==> config.mk <==
export PLATFORM = sky130hd
export DESIGN_NAME = ahb_slave_interface_flat
export DESIGN_NICKNAME = d
export VERILOG_FILES = /design/src/rtl/ahb_slave_interface_if.sv /design/src/rtl/ahb_slave_interface.sv /design/src/flat_wrapper.sv
export SDC_FILE = /design/constraint.sdc
export NUM_CORES = 1
export LEC_CHECK = 0
export ABC_AREA = 1
export CAP_MARGIN = 10
export CORE_MARGIN = 3
export CORE_UTILIZATION = 33
export CTS_CLUSTER_SIZE = 12
export DETAILED_ROUTE_END_ITERATION = 8
export PLACE_DENSITY = 0.79
export SYNTH_ARGS = -nofsm -noshare
export SYNTH_HDL_FRONTEND = slang
export SYNTH_SLANG_ARGS = --single-unit
==> constraint.sdc <==
create_clock -name hclk -period 0.8 [get_ports hclk]
set_clock_uncertainty 0.15 [all_clocks]
set_input_delay 0.12 -clock hclk [delete_from_list [all_inputs] [get_ports hclk]]
set_output_delay 0.12 -clock hclk [all_outputs]
set_load 0.01 [all_outputs]
==> src/rtl/ahb_slave_interface_if.sv <==
// AHB-side bus bundle between the AHB master, the slave front end and the APB read path.
interface ahb_slave_interface_if #(
  parameter int unsigned DATA_WIDTH = 32
);
  localparam int unsigned ADDR_WIDTH = 32;

  logic                  hwrite;
  logic                  hreadyin;
  logic [1:0]            htrans;
  logic [ADDR_WIDTH-1:0] haddr;
  logic [DATA_WIDTH-1:0] hwdata;
  logic [DATA_WIDTH-1:0] prdata;
  logic                  valid;
  logic [ADDR_WIDTH-1:0] haddr1;
  logic [ADDR_WIDTH-1:0] haddr2;
  logic [DATA_WIDTH-1:0] hwdata1;
  logic [DATA_WIDTH-1:0] hwdata2;
  logic [DATA_WIDTH-1:0] hrdata;
  logic                  hwritereg;
  logic [2:0]            temp_selx;
  logic [1:0]            hresp;

  modport master (
    output hwrite, hreadyin, htrans, haddr, hwdata, prdata,
    input  valid, haddr1, haddr2, hwdata1, hwdata2, hrdata, hwritereg, temp_selx, hresp
  );

  modport slave (
    input  hwrite, hreadyin, htrans, haddr, hwdata, prdata,
    output valid, haddr1, haddr2, hwdata1, hwdata2, hrdata, hwritereg, temp_selx, hresp
  );
endinterface

==> src/rtl/ahb_slave_interface.sv <==
// AHB front end of the AHB-to-APB bridge: transfer qualification, peripheral decode, pipelines.
// Optional macro AHB_SLV_ERRRESP_EN: returns a one-cycle ERROR response for out-of-range transfers.
module ahb_slave_interface #(
  parameter int unsigned DATA_WIDTH = 32
) (
  input logic                 hclk,
  input logic                 hresetn,
  ahb_slave_interface_if.slave bus
);
  localparam int unsigned ADDR_WIDTH = 32;
  localparam int unsigned SEL_WIDTH  = 3;
  localparam logic [ADDR_WIDTH-1:0] ADDR_LO = 32'h8000_0000;
  localparam logic [ADDR_WIDTH-1:0] ADDR_HI = 32'h8C00_0000;

  logic                  active;
  logic                  in_range;
  logic [SEL_WIDTH-1:0]  sel;
  logic [ADDR_WIDTH-1:0] haddr1_q;
  logic [ADDR_WIDTH-1:0] haddr2_q;
  logic [DATA_WIDTH-1:0] hwdata1_q;
  logic [DATA_WIDTH-1:0] hwdata2_q;
  logic                  hwrite_q;

  // NONSEQ/SEQ with the bus ready; htrans[1] alone distinguishes them from IDLE/BUSY
  always_comb begin
    active   = bus.hreadyin & bus.htrans[1];
    in_range = (bus.haddr >= ADDR_LO) && (bus.haddr < ADDR_HI);
  end

  // 64 MB peripheral windows selected by haddr[31:26]
  always_comb begin
    sel = '0;
    unique case (bus.haddr[31:26])
      6'b100000: sel = 3'b001;
      6'b100001: sel = 3'b010;
      6'b100010: sel = 3'b100;
      default:   sel = 3'b000;
    endcase
  end

  // Free-running pipelines feeding the bridge FSM
  always_ff @(posedge hclk or negedge hresetn) begin
    if (!hresetn) begin
      haddr1_q  <= '0;
      haddr2_q  <= '0;
      hwdata1_q <= '0;
      hwdata2_q <= '0;
      hwrite_q  <= 1'b0;
    end else begin
      haddr1_q  <= bus.haddr;
      haddr2_q  <= haddr1_q;
      hwdata1_q <= bus.hwdata;
      hwdata2_q <= hwdata1_q;
      hwrite_q  <= bus.hwrite;
    end
  end

`ifdef AHB_SLV_ERRRESP_EN
  logic err_q;

  always_ff @(posedge hclk or negedge hresetn) begin
    if (!hresetn) begin
      err_q <= 1'b0;
    end else begin
      err_q <= active & ~in_range;
    end
  end

  assign bus.hresp = {1'b0, err_q};
`else
  assign bus.hresp = 2'b00;
`endif

  assign bus.valid     = active & in_range;
  assign bus.temp_selx = sel;
  assign bus.hrdata    = bus.prdata;
  assign bus.haddr1    = haddr1_q;
  assign bus.haddr2    = haddr2_q;
  assign bus.hwdata1   = hwdata1_q;
  assign bus.hwdata2   = hwdata2_q;
  assign bus.hwritereg = hwrite_q;
endmodule

==> src/flat_wrapper.sv <==
// flat-port wrapper written by rule: the top's interface ports become plain ports
module ahb_slave_interface_flat 
#(
  parameter int unsigned DATA_WIDTH = 32
)
  (hclk, hresetn, bus_hwrite, bus_hreadyin, bus_htrans, bus_haddr, bus_hwdata, bus_prdata, bus_valid, bus_haddr1, bus_haddr2, bus_hwdata1, bus_hwdata2, bus_hrdata, bus_hwritereg, bus_temp_selx, bus_hresp);
  ahb_slave_interface_if #(.DATA_WIDTH(DATA_WIDTH)) bus_i ();
  input logic hclk;
  input logic hresetn;
  input wire logic [$bits(bus_i.hwrite)-1:0] bus_hwrite;
  input wire logic [$bits(bus_i.hreadyin)-1:0] bus_hreadyin;
  input wire logic [$bits(bus_i.htrans)-1:0] bus_htrans;
  input wire logic [$bits(bus_i.haddr)-1:0] bus_haddr;
  input wire logic [$bits(bus_i.hwdata)-1:0] bus_hwdata;
  input wire logic [$bits(bus_i.prdata)-1:0] bus_prdata;
  output wire logic [$bits(bus_i.valid)-1:0] bus_valid;
  output wire logic [$bits(bus_i.haddr1)-1:0] bus_haddr1;
  output wire logic [$bits(bus_i.haddr2)-1:0] bus_haddr2;
  output wire logic [$bits(bus_i.hwdata1)-1:0] bus_hwdata1;
  output wire logic [$bits(bus_i.hwdata2)-1:0] bus_hwdata2;
  output wire logic [$bits(bus_i.hrdata)-1:0] bus_hrdata;
  output wire logic [$bits(bus_i.hwritereg)-1:0] bus_hwritereg;
  output wire logic [$bits(bus_i.temp_selx)-1:0] bus_temp_selx;
  output wire logic [$bits(bus_i.hresp)-1:0] bus_hresp;
  assign bus_i.hwrite = bus_hwrite;
  assign bus_i.hreadyin = bus_hreadyin;
  assign bus_i.htrans = bus_htrans;
  assign bus_i.haddr = bus_haddr;
  assign bus_i.hwdata = bus_hwdata;
  assign bus_i.prdata = bus_prdata;
  assign bus_valid = bus_i.valid;
  assign bus_haddr1 = bus_i.haddr1;
  assign bus_haddr2 = bus_i.haddr2;
  assign bus_hwdata1 = bus_i.hwdata1;
  assign bus_hwdata2 = bus_i.hwdata2;
  assign bus_hrdata = bus_i.hrdata;
  assign bus_hwritereg = bus_i.hwritereg;
  assign bus_temp_selx = bus_i.temp_selx;
  assign bus_hresp = bus_i.hresp;
  ahb_slave_interface #(.DATA_WIDTH(DATA_WIDTH)) u_core (.hclk(hclk), .hresetn(hresetn), .bus(bus_i));
endmodule
==> impl_metrics.py <==
metrics = {
    "synthesis": {
        "synth_warnings": 0,
        "ys_ff_latch": 129,
        "synth_xor_area_share_pct": 0,
        "synth_area_leader_cell": "dfrtp_1",
        "netlist_instances": 181,
        "synth_top_family_by_area": "buffers and inverters",
        "synth_top_area_share_pct": 90.7,
        "synthTopCellsByCount": "dfrtp_1, buf_4, nand2_1, inv_1, nor2_1",
        "synth_edf_count": 0,
        "synth_seq_area_share_pct": 90.7,
        "syn_area_um2": 3560,
        "synth_most_common_cell": "dfrtp_1",
        "yosys-mux-area-fraction_pct": 0,
        "synthTopCellsByArea": "dfrtp_1, buf_4, nand2_1",
        "async_reset_ff_share_pct": 100,
        "synth_adder_area_share_pct": 0,
        "synth_cell_types": 8,
        "synth-compound-area-share_pct": 0,
        "ys.flop_type": "dfrtp_1",
        "synth-simple-area-share_pct": 1.58,
        "avgSynthCellArea_um2": 19.7,
    },
    "grt": {
        "grt_pass1_wl_um": 14400,
        "grt_pass1_vias": 2559,
        "grt_max_degree": 39,
        "overflow": 0,
        "antenna_found_initial": 1,
        "track_usage_pct": 17.0,
    },
    "floorplanning": {
        "die_h_um": 110,
        "die_area_um2": 12100,
        "die_w_um": 110,
        "core_um2": 10400,
        "initial_core_util_pct": 34.2,
        "io_pins": 269,
        "placementRows": 37,
    },
    "routing": {
        "vias_per_cell": 4.06,
        "antenna_left": 0,
        "drt_iter0_markers": 108,
        "routed-via-count": 2345,
        "wirelength_um": 10700,
        "drc": 0,
        "post_drt_wl_per_cell_um": 18.5,
        "dr.pass1.iters": 4,
    },
    "pwr": {
        "p_leak_nw": 3.08,
        "vdd_ir_drop_max_mv": 1.19,
        "power.total_mw": 16.5,
        "p_clk_share_pct": 48.2,
        "p_switching_mw": 3.56,
        "combinationalPowerShare_pct": 9.1,
        "seq_power_share_pct": 42.7,
        "switching_share_pct": 21.7,
        "power.internal_mw": 12.9,
        "pwr_density_cell_nw_per_um2": 2590,
    },
    "run_status": {
        "failed_checks": "negative hold slack, negative setup slack",
        "outcome": "finished with violations",
    },
    "sta": {
        "rsz0062_at_grt": "true",
        "max_freq_mhz": 739,
        "fin_hold_ws_ns": -0.102,
        "period_share_pct": 169,
        "setup_viol": 152,
        "maxSlewViolCount": 0,
        "hold_viol": 48,
        "setup_ws_ns": -0.554,
        "period_minus_slack_ns": 1.35,
    },
    "cts": {
        "clk_latency_ns": 0.51,
        "path_clk_slew_ns": 0.06,
        "cts_sinks": 129,
        "tritoncts": "built",
        "cts-root-buf": "clkbuf_8",
        "numCtsBuffers": 17,
        "htreeDepth": 4,
        "clk_path_buf_depth": 2,
    },
    "critical_path": {
        "critPathArrivalTime_ns": 1.08,
        "cp_cell_sequence": "buf_2",
        "cp-end-kind": "primary output",
        "critPathMaxStageDelay_ns": 0.41,
        "crit_path_start_kind": "flip-flop",
        "crit_family": "flip-flops",
        "worstPathRequired_ns": 0.53,
        "worstSetupPathType": "reg2out",
        "cp_num_buf_inv": 1,
        "worstPathMaxFanout": 2,
        "cp_slowest_cell": "dfrtp_1",
    },
    "place": {
        "routabilityCongestion": 0.702,
        "dpl.hpwl_um": 7230,
        "io_buffers": 201,
        "placed_area_um2": 5630,
    },
    "min_path": {
        "hp-class": "in2reg",
    },
    "final_layout": {
        "fin_nets": 530,
        "final_cell_area_um2": 6350,
        "area_delta_synth_final_pct": 78.6,
        "drive_above_1_share_pct": 51.0,
        "diodes": 0,
    },
    "job": {
        "max_cap_viol_count": 0,
    },
}
cells by family (layout without fill, tap and decap cells):
family / Yosys count / count (layout)
other cells: 1 / 2
simple gates: 13 / 13
buf+inv: 38 / 297
flops: 129 / 129
area by class of cell:
class	count	area, um2
well taps	136	170
fillers	782	4060
inverters	4	15.0
clock inverters	13	183
repair buffers	261	2240
flip-flops and latches	129	3230
clock buffers	19	432
multi-input cells	15	91.3
sequential cells by signal, indices dropped and copies added, names as in the netlist:
| name | count |
|---|---|
| u_core.bus.haddr2 | 32 |
| u_core.bus.haddr1 | 32 |
| u_core.bus.hwdata2 | 32 |
| u_core.bus.hwritereg | 1 |
| u_core.bus.hwdata1 | 32 |
cell usage in the layout, fill, tap and decap left out:
master	instances
dlygate4sd3_1	18
clkdlybuf4s50_1	59
bufinv_16	4
conb_1	2
clkbuf_16	16
buf_4	22
clkbuf_1	1
nor2_4	2
nand2_1	5
clkbuf_2	1
buf_2	87
inv_2	2
buf_12	3
inv_6	2
dfrtp_1	129
nor2_2	4
nand2_2	1
clkbuf_8	2
nand2_4	1
inv_1	2
buf_6	71
clkinv_2	3
clkinvlp_4	4
through the flow:
| stage | setup WS, ns | TNS (ns) | utilization (%) | std cells |
|---|---|---|---|---|
| after floorplan | 0.0740 | 0 | - | 182 |
| after global placement | -0.942 | -45.93 | 54.0 | 499 |
| after detailed placement | -0.955 | -47.59 | 54.0 | 499 |
| final | -0.554 | -64.57 | 61.0 | 577 |
| after global routing | -0.596 | -71.15 | 61.0 | 577 |
| after CTS | -0.569 | -67.73 | 58.8 | 567 |
power by group through the flow:
stage,Sequential [mW],Clock [mW],Combinational (mW)
floorplan,7.27,0,0.195
global route,7.06,8.41,1.60
detailed placement,7.12,0,1.47
global placement,7.10,0,1.44
CTS,7.02,8.05,1.42
finish,7.03,7.92,1.50
timing repair:
item | CTS | global route
hold buffers | 9 | 9
resized for setup | 618 | 39
hold endpoints to repair | 194 | 57
setup endpoints to repair | 135 | 143
buffers inserted | 29 | 9
pin swaps | 6 | 6
path summary, 6_finish.rpt:
path / from / to / slack (ns) / cells past startpoint
max: u_core.bus.haddr1[14] / bus_haddr1[14] / -0.55 / 1
max reg2reg: u_core.bus.haddr1[12] / u_core.bus.haddr2[12] / -0.32 / 4
min in group asynchronous: hresetn / u_core.bus.hwdata2[8] / 0.03 / 3
min reg2reg: u_core.bus.haddr1[11] / u_core.bus.haddr2[11] / 0.22 / 0
max in group asynchronous: hresetn / u_core.bus.haddr2[21] / 0.25 / 3
min: bus_haddr[1] / u_core.bus.haddr1[1] / -0.10 / 1
per-layer routing:
metal | GRT usage [%] | vias to the layer above | share of wire (%)
met3 | 8.34 | 28 | 12
li1 | - | 1016 | -
met1 | 15.1 | 1149 | 30
met2 | 30.4 | 150 | 55
met5 | 0 | - | 0.094
met4 | 10.3 | 2 | 3.0
Power figures use the tool's default switching activity.
